$ cat src/rtl/hsync_provider.sv
// rtl/hsync_provider.sv - horizontal timing stage of the VGA chain
//
// Purpose:
//   Divides the system clock down to the pixel rate, counts pixels across a
//   line, tracks the line segment (front porch, sync, back porch, visible)
//   in a state register and produces registered HSYNC, X, visible and the
//   new_row strobe that clocks the vertical stage.
//
// Ports:
//   clk        in   1   system clock, all logic on posedge
//   reset      in   1   synchronous, active-low reset (priority over enable)
//   enable     in   1   1 = run, 0 = freeze all state
//   pixel_tick out  1   one-clk pulse per pixel period
//   HSYNC      out  1   horizontal sync, asserted level = HSYNC_POL
//   new_row    out  1   high for one pixel period at the start of each line
//   X          out  10  visible column, 0 outside the visible segment
//   visible    out  1   1 while in the visible segment

module hsync_provider #(
   parameter int PIX_DIV              = 4,
   parameter int HorizontalFrontPorch = 16,
   parameter int HSYNCPulse           = 96,
   parameter int HorizontalBackPorch  = 48,
   parameter int VisiblePixels        = 640,
   parameter bit HSYNC_POL            = 1'b0
) (
   input  logic       clk,
   input  logic       reset,
   input  logic       enable,
   output logic       pixel_tick,
   output logic       HSYNC,
   output logic       new_row,
   output logic [9:0] X,
   output logic       visible
);

   localparam int LINE    = HorizontalFrontPorch + HSYNCPulse + HorizontalBackPorch + VisiblePixels;
   localparam int H_SYNC0 = HorizontalFrontPorch;
   localparam int H_BACK0 = HorizontalFrontPorch + HSYNCPulse;
   localparam int H_VIS0  = LINE - VisiblePixels;

   // A one-bit divider is kept for PIX_DIV=1; it simply stays at zero.
   localparam int DIV_W = (PIX_DIV > 1) ? $clog2(PIX_DIV) : 1;
   localparam logic [DIV_W-1:0] DIV_LAST = DIV_W'(PIX_DIV - 1);

   typedef enum logic [1:0] {
      S_FRONT,
      S_SYNC,
      S_BACK,
      S_VISIBLE
   } seg_t;

   seg_t             state;
   seg_t             state_nxt;
   logic [DIV_W-1:0] div_cnt;
   logic [9:0]       h_count;
   logic [9:0]       h_nxt;
   logic             advance;
   logic             hsync_nxt;
   logic             visible_nxt;
   logic             new_row_nxt;
   logic [9:0]       x_nxt;

   // h_count and every output move only on this edge, so disabling the
   // block between a tick and its advance cannot split an update.
   assign advance = enable & pixel_tick;

   // Pixel divider: pixel_tick is a registered pulse in the clk after the
   // divider reaches its last count. A disabled clk clears the pulse but
   // leaves div_cnt where it was, so the pixel phase resumes unchanged.
   always_ff @(posedge clk) begin
      if (!reset) begin
         div_cnt    <= '0;
         pixel_tick <= 1'b0;
      end else if (enable) begin
         if (div_cnt == DIV_LAST) begin
            div_cnt    <= '0;
            pixel_tick <= 1'b1;
         end else begin
            div_cnt    <= div_cnt + 1'b1;
            pixel_tick <= 1'b0;
         end
      end else begin
         pixel_tick <= 1'b0;
      end
   end

   // Segment FSM state register plus the line counter and registered
   // outputs; all load from the same next-pixel values on an advance.
   always_ff @(posedge clk) begin
      if (!reset) begin
         state   <= S_FRONT;
         h_count <= '0;
         HSYNC   <= ~HSYNC_POL;
         visible <= 1'b0;
         X       <= '0;
         new_row <= 1'b0;
      end else if (advance) begin
         state   <= state_nxt;
         h_count <= h_nxt;
         HSYNC   <= hsync_nxt;
         visible <= visible_nxt;
         X       <= x_nxt;
         new_row <= new_row_nxt;
      end
   end

   // Next-state and next-output logic. Outputs are computed from the value
   // the counter and FSM are about to take, which is what removes the extra
   // cycle of latency a decode of the current registers would add.
   always_comb begin
      h_nxt       = '0;
      state_nxt   = state;
      hsync_nxt   = ~HSYNC_POL;
      visible_nxt = 1'b0;
      x_nxt       = '0;
      new_row_nxt = 1'b0;

      if (h_count != 10'(LINE - 1)) begin
         h_nxt = h_count + 10'd1;
      end

      case (state)
         S_FRONT: begin
            if (h_nxt == 10'(H_SYNC0)) begin
               state_nxt = S_SYNC;
            end
         end
         S_SYNC: begin
            if (h_nxt == 10'(H_BACK0)) begin
               state_nxt = S_BACK;
            end
         end
         S_BACK: begin
            if (h_nxt == 10'(H_VIS0)) begin
               state_nxt = S_VISIBLE;
            end
         end
         S_VISIBLE: begin
            if (h_nxt == 10'd0) begin
               state_nxt = S_FRONT;
            end
         end
         default: begin
            state_nxt = S_FRONT;
         end
      endcase

      if (state_nxt == S_SYNC) begin
         hsync_nxt = HSYNC_POL;
      end

      if (state_nxt == S_VISIBLE) begin
         visible_nxt = 1'b1;
         x_nxt       = h_nxt - 10'(H_VIS0);
      end

      // High only for pixel 0 of a line; the 0->1 advance clears it. Reset
      // also leaves it low, so the first rising edge is at the first wrap.
      new_row_nxt = (h_nxt == 10'd0);
   end

endmodule
$ cat config.mk
export PLATFORM = sky130hd
export DESIGN_NAME = hsync_provider
export DESIGN_NICKNAME = d
export VERILOG_FILES = /design/src/rtl/hsync_provider.sv
export SDC_FILE = /design/constraint.sdc
export NUM_CORES = 1
export LEC_CHECK = 0
export BUFFER_PORTS_ARGS = -buffer_cell sky130_fd_sc_hd__buf_2
export CAP_MARGIN = 20
export CORE_ASPECT_RATIO = 0.7
export CORE_MARGIN = 5
export CORE_UTILIZATION = 35
export CTS_BUF_LIST = sky130_fd_sc_hd__clkbuf_16
export DETAILED_ROUTE_END_ITERATION = 10
export GPL_TIMING_DRIVEN = 1
export MAX_ROUTING_LAYER = met4
export PLACE_DENSITY = 0.52
export SLEW_MARGIN = 20
export SYNTH_ARGS = -nofsm -noshare
export SYNTH_HDL_FRONTEND = slang
export SYNTH_SLANG_ARGS = --single-unit
export TNS_END_PERCENT = 1
$ cat constraint.sdc
create_clock -name clk -period 2.9 [get_ports clk]
set_input_delay 0.29 -clock clk [delete_from_list [all_inputs] [get_ports clk]]
set_output_delay 0.29 -clock clk [all_outputs]
set_load 0.03 [all_outputs]
==> impl_metrics.yaml, run 1 <==
cells_and_area:
  num-nets-final: 216
  area_delta_synth_final_pct: 11.49
  layout_commonest_cell: "sky130_fd_sc_hd__dfxtp_1"
  n_antenna_cell: 0
  layout.cells.non_filler: 263
  layout-drive-gt1-share_pct: 13.46
  final_design_area_no_fill_sq_um: 1833
  most_used_cells_in_the_layout_excluding_fill_and_tap_cells: "28 x sky130_fd_sc_hd__dfxtp_1, 24 x sky130_fd_sc_hd__nand2_1, 17 x sky130_fd_sc_hd__nor2_1"
place:
  dp_cells: 259
  place_hpwl_mm: 3.015
  placed_cell_area_sq_um: 1754
  io_port_bufs: 16
  gp_congestion: 0.8142
clock_tree:
  clock_tree.buffer_depth: 2
  cts_made_buffers: 3
  postCtsResizedCells: 0
  htree_levels: 1
  cts.reportedPaths.clkPinSlew_ns: 0.07
  clk_latency_ns: 0.26
  cts_tree: "done"
  clock_tree.root_cell: "sky130_fd_sc_hd__clkbuf_16"
  postCtsHoldBufs: 0
  tritoncts_num_sinks: 28
  cts_setup_buffers: 0
floorplan:
  die_area_sq_um: 6190
  die_w_um: 91.92
  top_level_ports: 17
  core.rowCount: 20
  die_h_um: 67.34
  start_util_pct: 37.12
  floorplan.core_area_sq_um: 4429
timing:
  slew_headroom_pct: 65.49
  max_slew.worst_pin.slew_ns: 0.5176
  finalMaxSlewViolations: 0
  hold_violations: 0
  final_period_minus_worst_setup_slack_ns: 2.423
  totalNegativeSetupSlack_ns: 0
  setup_repair_after_global_routing_missed_its_margin: "false"
  finalClockSkew_ns: 0.004775
  fmax_mhz: 412.8
  fin_crit_sh_pct: 83.54
  setup_viol: 0
hold_path:
  worst_min_delay_path_startpoint: "enable"
  holdCritPathClass: "input pin to flop"
  holdPathEnd: "pixel_tick"
  timing.hold.worst_path_depth: 2
grt:
  gr-usage-all-layers_pct: 14.59
  grt-ovfl-total: 0
  globalRouteMet3Util_pct: 3.341
  initial_antenna_violation_count: 0
  met2_usage_pct: 20.09
  largest_net_degree_at_the_start_of_global_routing: 32
  busiest_layer: "met1"
  first_global_vias: 1372
  global_route.usage.met1_pct: 21.87
  first_pass_grt_wire_length_mm: 7.010
run_status:
  outcome: "finished clean"
synth:
  postSynthNetCount: 207
  count_of_state_elements_after_synthesis: 28
  post_synth.cell_area_avg_sq_um: 8.220
  post_synth_num_cell_types: 44
  yosysTopAreaCell: "sky130_fd_sc_hd__dfxtp_1"
  number_of_synthesized_flops_with_an_enable_pin: 0
  synth.yosys.seq_area_share_pct: 34.09
  synthDominantCellAreaShare_pct: 34.09
  synth_flop_cell: "sky130_fd_sc_hd__dfxtp_1"
  synth_area_leaders: "sky130_fd_sc_hd__dfxtp_1 34%, sky130_fd_sc_hd__nand2_1 5.5%, sky130_fd_sc_hd__nand3_1 4.9%"
  yosysWarningCount: 0
  postSynth.asyncResetShare_pct: 0
  post_synth_instance_area_sq_um: 1644
  postSynthCellCount: 200
power_and_ir_drop:
  power_per_cell_area_nw_per_um2: 397.3
  max_vdd_drop_mv: 0.2027
  post-layout-total-power_mw: 0.7282
  static_leakage_nw: 0.6828
critical_path:
  crit_arrival_ns: 2.62
  r2r_slack_ns: 0.48
  worstPathMaxFanout: 8
  cp-start-kind: "flop"
  timing.setup.critical_path_class: "flop to flop"
  count_of_cells_along_the_worst_register_to_register_path: 10
  worstReg2RegEnd: "X[9]"
  r2r_start: "h_count[0]"
  worst_setup_path_end_kind: "flop"
  crit_required_ns: 3.10
route:
  dr.pass1.iters: 4
  viasPerCell: 5.498
  detailedRoute.firstIterationViolations: 103
  detailroute.via_count: 1446
  drt_drc: 0
  post_drt_wl_per_cell_um: 15.38
  drtAntennaViolNets: 0
  final_wl_mm: 4.045
run:
  cap_violations: 0
-- worst max-delay path, stage by stage (launching register included) --
cell and delay, ns:
sky130_fd_sc_hd__dfxtp_1 0.45, sky130_fd_sc_hd__ha_1 0.30, sky130_fd_sc_hd__nand4_2 0.24, sky130_fd_sc_hd__nor4_1 0.29, sky130_fd_sc_hd__nor3_1 0.08, sky130_fd_sc_hd__a21oi_1 0.26
sky130_fd_sc_hd__ha_1 0.23, sky130_fd_sc_hd__o21ai_0 0.11, sky130_fd_sc_hd__xor2_1 0.17, sky130_fd_sc_hd__nand3_1 0.09, sky130_fd_sc_hd__a21boi_1 0.14
-- stage by stage --
step / worst slack (ns) / hold WS, ns / util, %
final: 0.4774 / 0.3455 / 41.38
after global placement: 0.5278 / 0.4443 / 39.60
after floorplan: 0.7888 / 0.4359 / -
after CTS: 0.4874 / 0.3435 / 41.38
after global routing: 0.2436 / 0.3571 / 41.38
after detailed placement: 0.4997 / 0.4542 / 39.60
-- report_power, final --
part / switching (mW) / leakage (nW) / total (mW) / internal, mW
clock: 0.135 / 0.0385 / 0.320 / 0.185
combinational: 0.0111 / 0.418 / 0.0195 / 0.00839
sequential: 0.00196 / 0.226 / 0.389 / 0.387
total: 0.148 / 0.683 / 0.728 / 0.580
-- Yosys cell counts, types with 2 or more instances --
library cell,n
sky130_fd_sc_hd__dfxtp_1,28
sky130_fd_sc_hd__nand2_1,24
sky130_fd_sc_hd__nor2_1,17
sky130_fd_sc_hd__nand3_1,16
sky130_fd_sc_hd__clkbuf_1,10
sky130_fd_sc_hd__xnor2_1,8
sky130_fd_sc_hd__and2_1,7
sky130_fd_sc_hd__nor2b_1,7
sky130_fd_sc_hd__o21ai_0,7
sky130_fd_sc_hd__and4_1,5
sky130_fd_sc_hd__a21boi_1,4
sky130_fd_sc_hd__a22oi_1,4
sky130_fd_sc_hd__buf_2,4
sky130_fd_sc_hd__ha_1,4
sky130_fd_sc_hd__nand4_1,4
sky130_fd_sc_hd__xor2_1,4
sky130_fd_sc_hd__a21boi_0,3
sky130_fd_sc_hd__and3_1,3
sky130_fd_sc_hd__mux2i_1,3
sky130_fd_sc_hd__nor3_1,3
sky130_fd_sc_hd__o211a_1,3
sky130_fd_sc_hd__o2bb2ai_1,3
sky130_fd_sc_hd__a21oi_1,2
sky130_fd_sc_hd__nand2b_1,2
sky130_fd_sc_hd__nand3b_1,2
sky130_fd_sc_hd__nand4_2,2
sky130_fd_sc_hd__nor3b_1,2
sky130_fd_sc_hd__nor4_1,2
sky130_fd_sc_hd__o211ai_1,2
-- logic make-up (layout without fill, tap and decap cells) --
kind of cell / after synthesis / after routing / share of synthesized area [%]
AOI/OAI and AO/OA: 38 / 38 / 18.27
xor gates and xnor gates: 12 / 12 / 6.393
adders and majority gates: 4 / 4 / 3.044
buffers and inverters: 16 / 24 / 3.957
DFF: 28 / 28 / 34.09
muxes: 3 / 3 / 1.827
and+or+nand+nor: 99 / 99 / 32.42
-- sequential cells by signal, summed over array words and instances, names as in the netlist --
signal,cells
X,10
h_count,10
div_cnt,2
state,2
HSYNC,1
new_row,1
pixel_tick,1
visible,1
-- metal layers --
| layer | vias to the layer above | wire [um] |
|---|---|---|
| met1 | 688 | 2180 |
| li1 | 725 | - |
| met4 | 0 | 14 |
| met3 | 2 | 188 |
| met2 | 31 | 1660 |
| met5 | - | 0 |
-- cell type report --
type,count,area (sq um)
clock buffers,3,75.07
clock inverters,1,3.754
fillers,442,2596
inverters,1,3.754
multi-input cells,156,1018
flip-flops and latches,28,560.5
well taps,55,68.82
repair buffers,19,102.6
-- worst max-delay path by stage --
stage / startpoint / endpoint
global placement: h_count[0] / X[9]
floorplan: h_count[0] / X[7]
detailed placement: h_count[0] / X[9]
CTS: h_count[0] / X[9]
finish: h_count[0] / X[9]
global route: h_count[0] / X[9]
Note: power is estimated with default switching activity, not from simulation.
==> run 2: changes to the inputs <==
Clock period 2.9 ns to 2.4 ns, I/O delays scaled along.
==> impl_metrics.yaml, run 2 (synthesis results as in run 1) <==
clock_tree:
  htree_levels: 1
  tritoncts_num_sinks: 28
  postCtsHoldBufs: 0
  cts.reportedPaths.clkPinSlew_ns: 0.07
  clock_tree.buffer_depth: 2
  cts_made_buffers: 3
  cts_tree: "done"
  clk_latency_ns: 0.26
  clock_tree.root_cell: "sky130_fd_sc_hd__clkbuf_16"
cells_and_area:
  area_delta_synth_final_pct: 20.02
  num-fill-cells: 426
  n_antenna_cell: 0
  largest_registers: "X x10, h_count x10"
  layout.cells.non_filler: 275
  most_used_cells_in_the_layout_excluding_fill_and_tap_cells: "26 x sky130_fd_sc_hd__dfxtp_1, 24 x sky130_fd_sc_hd__nand2_1, 17 x sky130_fd_sc_hd__nor2_1"
  layout-drive-gt1-share_pct: 21.82
  final_design_area_no_fill_sq_um: 1973
  num-nets-final: 228
  layout_commonest_cell: "sky130_fd_sc_hd__dfxtp_1"
place:
  io_port_bufs: 16
  gp_congestion: 0.9432
  placed_cell_area_sq_um: 1829
  dp_slack_ns: 0.06535
  dp_cells: 269
  place_hpwl_mm: 3.051
power_and_ir_drop:
  power_per_cell_area_nw_per_um2: 504.4
  post-layout-total-power_mw: 0.9952
  static_leakage_nw: 0.7545
  max_vdd_drop_mv: 0.2520
timing:
  max_slew.worst_pin.slew_ns: 0.5969
  setup_repair_after_global_routing_missed_its_margin: "true"
  finalClockSkew_ns: 0.002112
  timing.final.ws_setup_ns: 0.1100
  finalMaxSlewViolations: 0
  fin_crit_sh_pct: 95.42
  hold_violations: 0
  setup_viol: 0
  slew_headroom_pct: 60.21
  fmax_mhz: 436.7
  final_period_minus_worst_setup_slack_ns: 2.290
critical_path:
  crit_required_ns: 2.60
  cp-start-kind: "flop"
  slowest_stage: "sky130_fd_sc_hd__or4b_1"
  timing.critical_path.buf_inv: 1
  timing.setup.critical_path_class: "flop to flop"
  cpPeakStageDelay_ns: 0.54
  worstPathMaxFanout: 6
  critPathTopFamily: "compound AO/OA/AOI/OAI gates"
  worst_setup_path_end_kind: "flop"
  crit_arrival_ns: 2.49
  crit_chain: "or4b_1, a21o_1, a21oi_4, nand4_1, buf_4, o22ai_2, nand3_1, a21boi_1"
floorplan:
  die_w_um: 91.92
  floorplan.core_area_sq_um: 4429
  die_area_sq_um: 6190
  top_level_ports: 17
  start_util_pct: 37.12
  core.rowCount: 20
  die_h_um: 67.34
route:
  drt_drc: 0
  final_wl_mm: 4.271
  drtAntennaViolNets: 0
  detailroute.via_count: 1518
  dr.pass1.iters: 4
  post_drt_wl_per_cell_um: 15.53
  detailedRoute.firstIterationViolations: 99
  viasPerCell: 5.520
run:
  cap_violations: 0
grt:
  first_pass_grt_wire_length_mm: 7.217
  met2_usage_pct: 23.64
  gr-usage-all-layers_pct: 14.78
  globalRouteMet3Util_pct: 3.007
  initial_antenna_violation_count: 0
  grt-ovfl-total: 0
  global_route.usage.met1_pct: 19.50
  busiest_layer: "met2"
  largest_net_degree_at_the_start_of_global_routing: 32
  first_global_vias: 1521
hold_path:
  holdCritPathClass: "input pin to flop"
run_status:
  outcome: "finished clean"
==> run 2: cell count changes in the layout (fill, tap and decap cells not counted), sizes merged <==
cell / previous run / this run
clkinv: 1 / 0
o22ai: 1 / 2
bufinv: 0 / 1
buf: 19 / 30
==> run 2: area by class of cell <==
| class | count | area [sq um] | share of cell area, % |
|---|---|---|---|
| multi-input combinational | 157 | 1047 | 53.08 |
| clock inverter | 1 | 30.03 | 1.522 |
| timing repair buffer | 30 | 185.2 | 9.385 |
| sequential | 28 | 563.0 | 28.54 |
| clock buffer | 3 | 75.07 | 3.805 |
| tap | 55 | 68.82 | 3.488 |
| inverter | 1 | 3.754 | 0.1902 |
==> run 2: layer usage <==
metal | routed length, um | up-vias
li1 | - | 753
met1 | 2209 | 720
met2 | 1821 | 37
met3 | 186 | 8
met4 | 53 | 0
met5 | 0 | -
==> run 2: timing repair <==
action / in CTS / in global routing
resized for setup: 0 / 9
buffers inserted: 0 / 1
setup endpoints to repair: 0 / 12
==> run 2: worst paths after layout <==
path                            startpoint          to  slack (ns)  cells after the start
worst max-delay path            h_count[5]        X[1]        0.11                      8
worst min-delay path                enable  pixel_tick        0.28                      2
worst max register to register  h_count[5]        X[1]        0.11                      8
worst min register to register        X[9]        X[9]        0.46                      2
==> run 2: metrics by stage <==
stage,TNS (ns),hold slack [ns],utilization (%)
5_1_grt,-0.04491,0.2810,44.55
3_3_place_gp,-0.03130,0.4453,41.30
2_1_floorplan,0,0.3859,-
4_1_cts,0,0.2763,43.67
6_report,0,0.2816,44.55
3_5_place_dp,0,0.4491,41.30
==> run 2: power by group <==
part | internal (mW) | switching [mW]
Sequential | 0.467 | 0.00183
Clock | 0.332 | 0.169
Combinational | 0.0104 | 0.0140
Total | 0.810 | 0.185
==> run 2: worst reg2reg max path, stage by stage, from the launching register on <==
cell	delay [ns]
sky130_fd_sc_hd__dfxtp_1	0.37
sky130_fd_sc_hd__or4b_1	0.54
sky130_fd_sc_hd__a21o_1	0.23
sky130_fd_sc_hd__a21oi_4	0.23
sky130_fd_sc_hd__nand4_1	0.12
sky130_fd_sc_hd__buf_4	0.18
sky130_fd_sc_hd__o22ai_2	0.28
sky130_fd_sc_hd__nand3_1	0.13
sky130_fd_sc_hd__a21boi_1	0.15
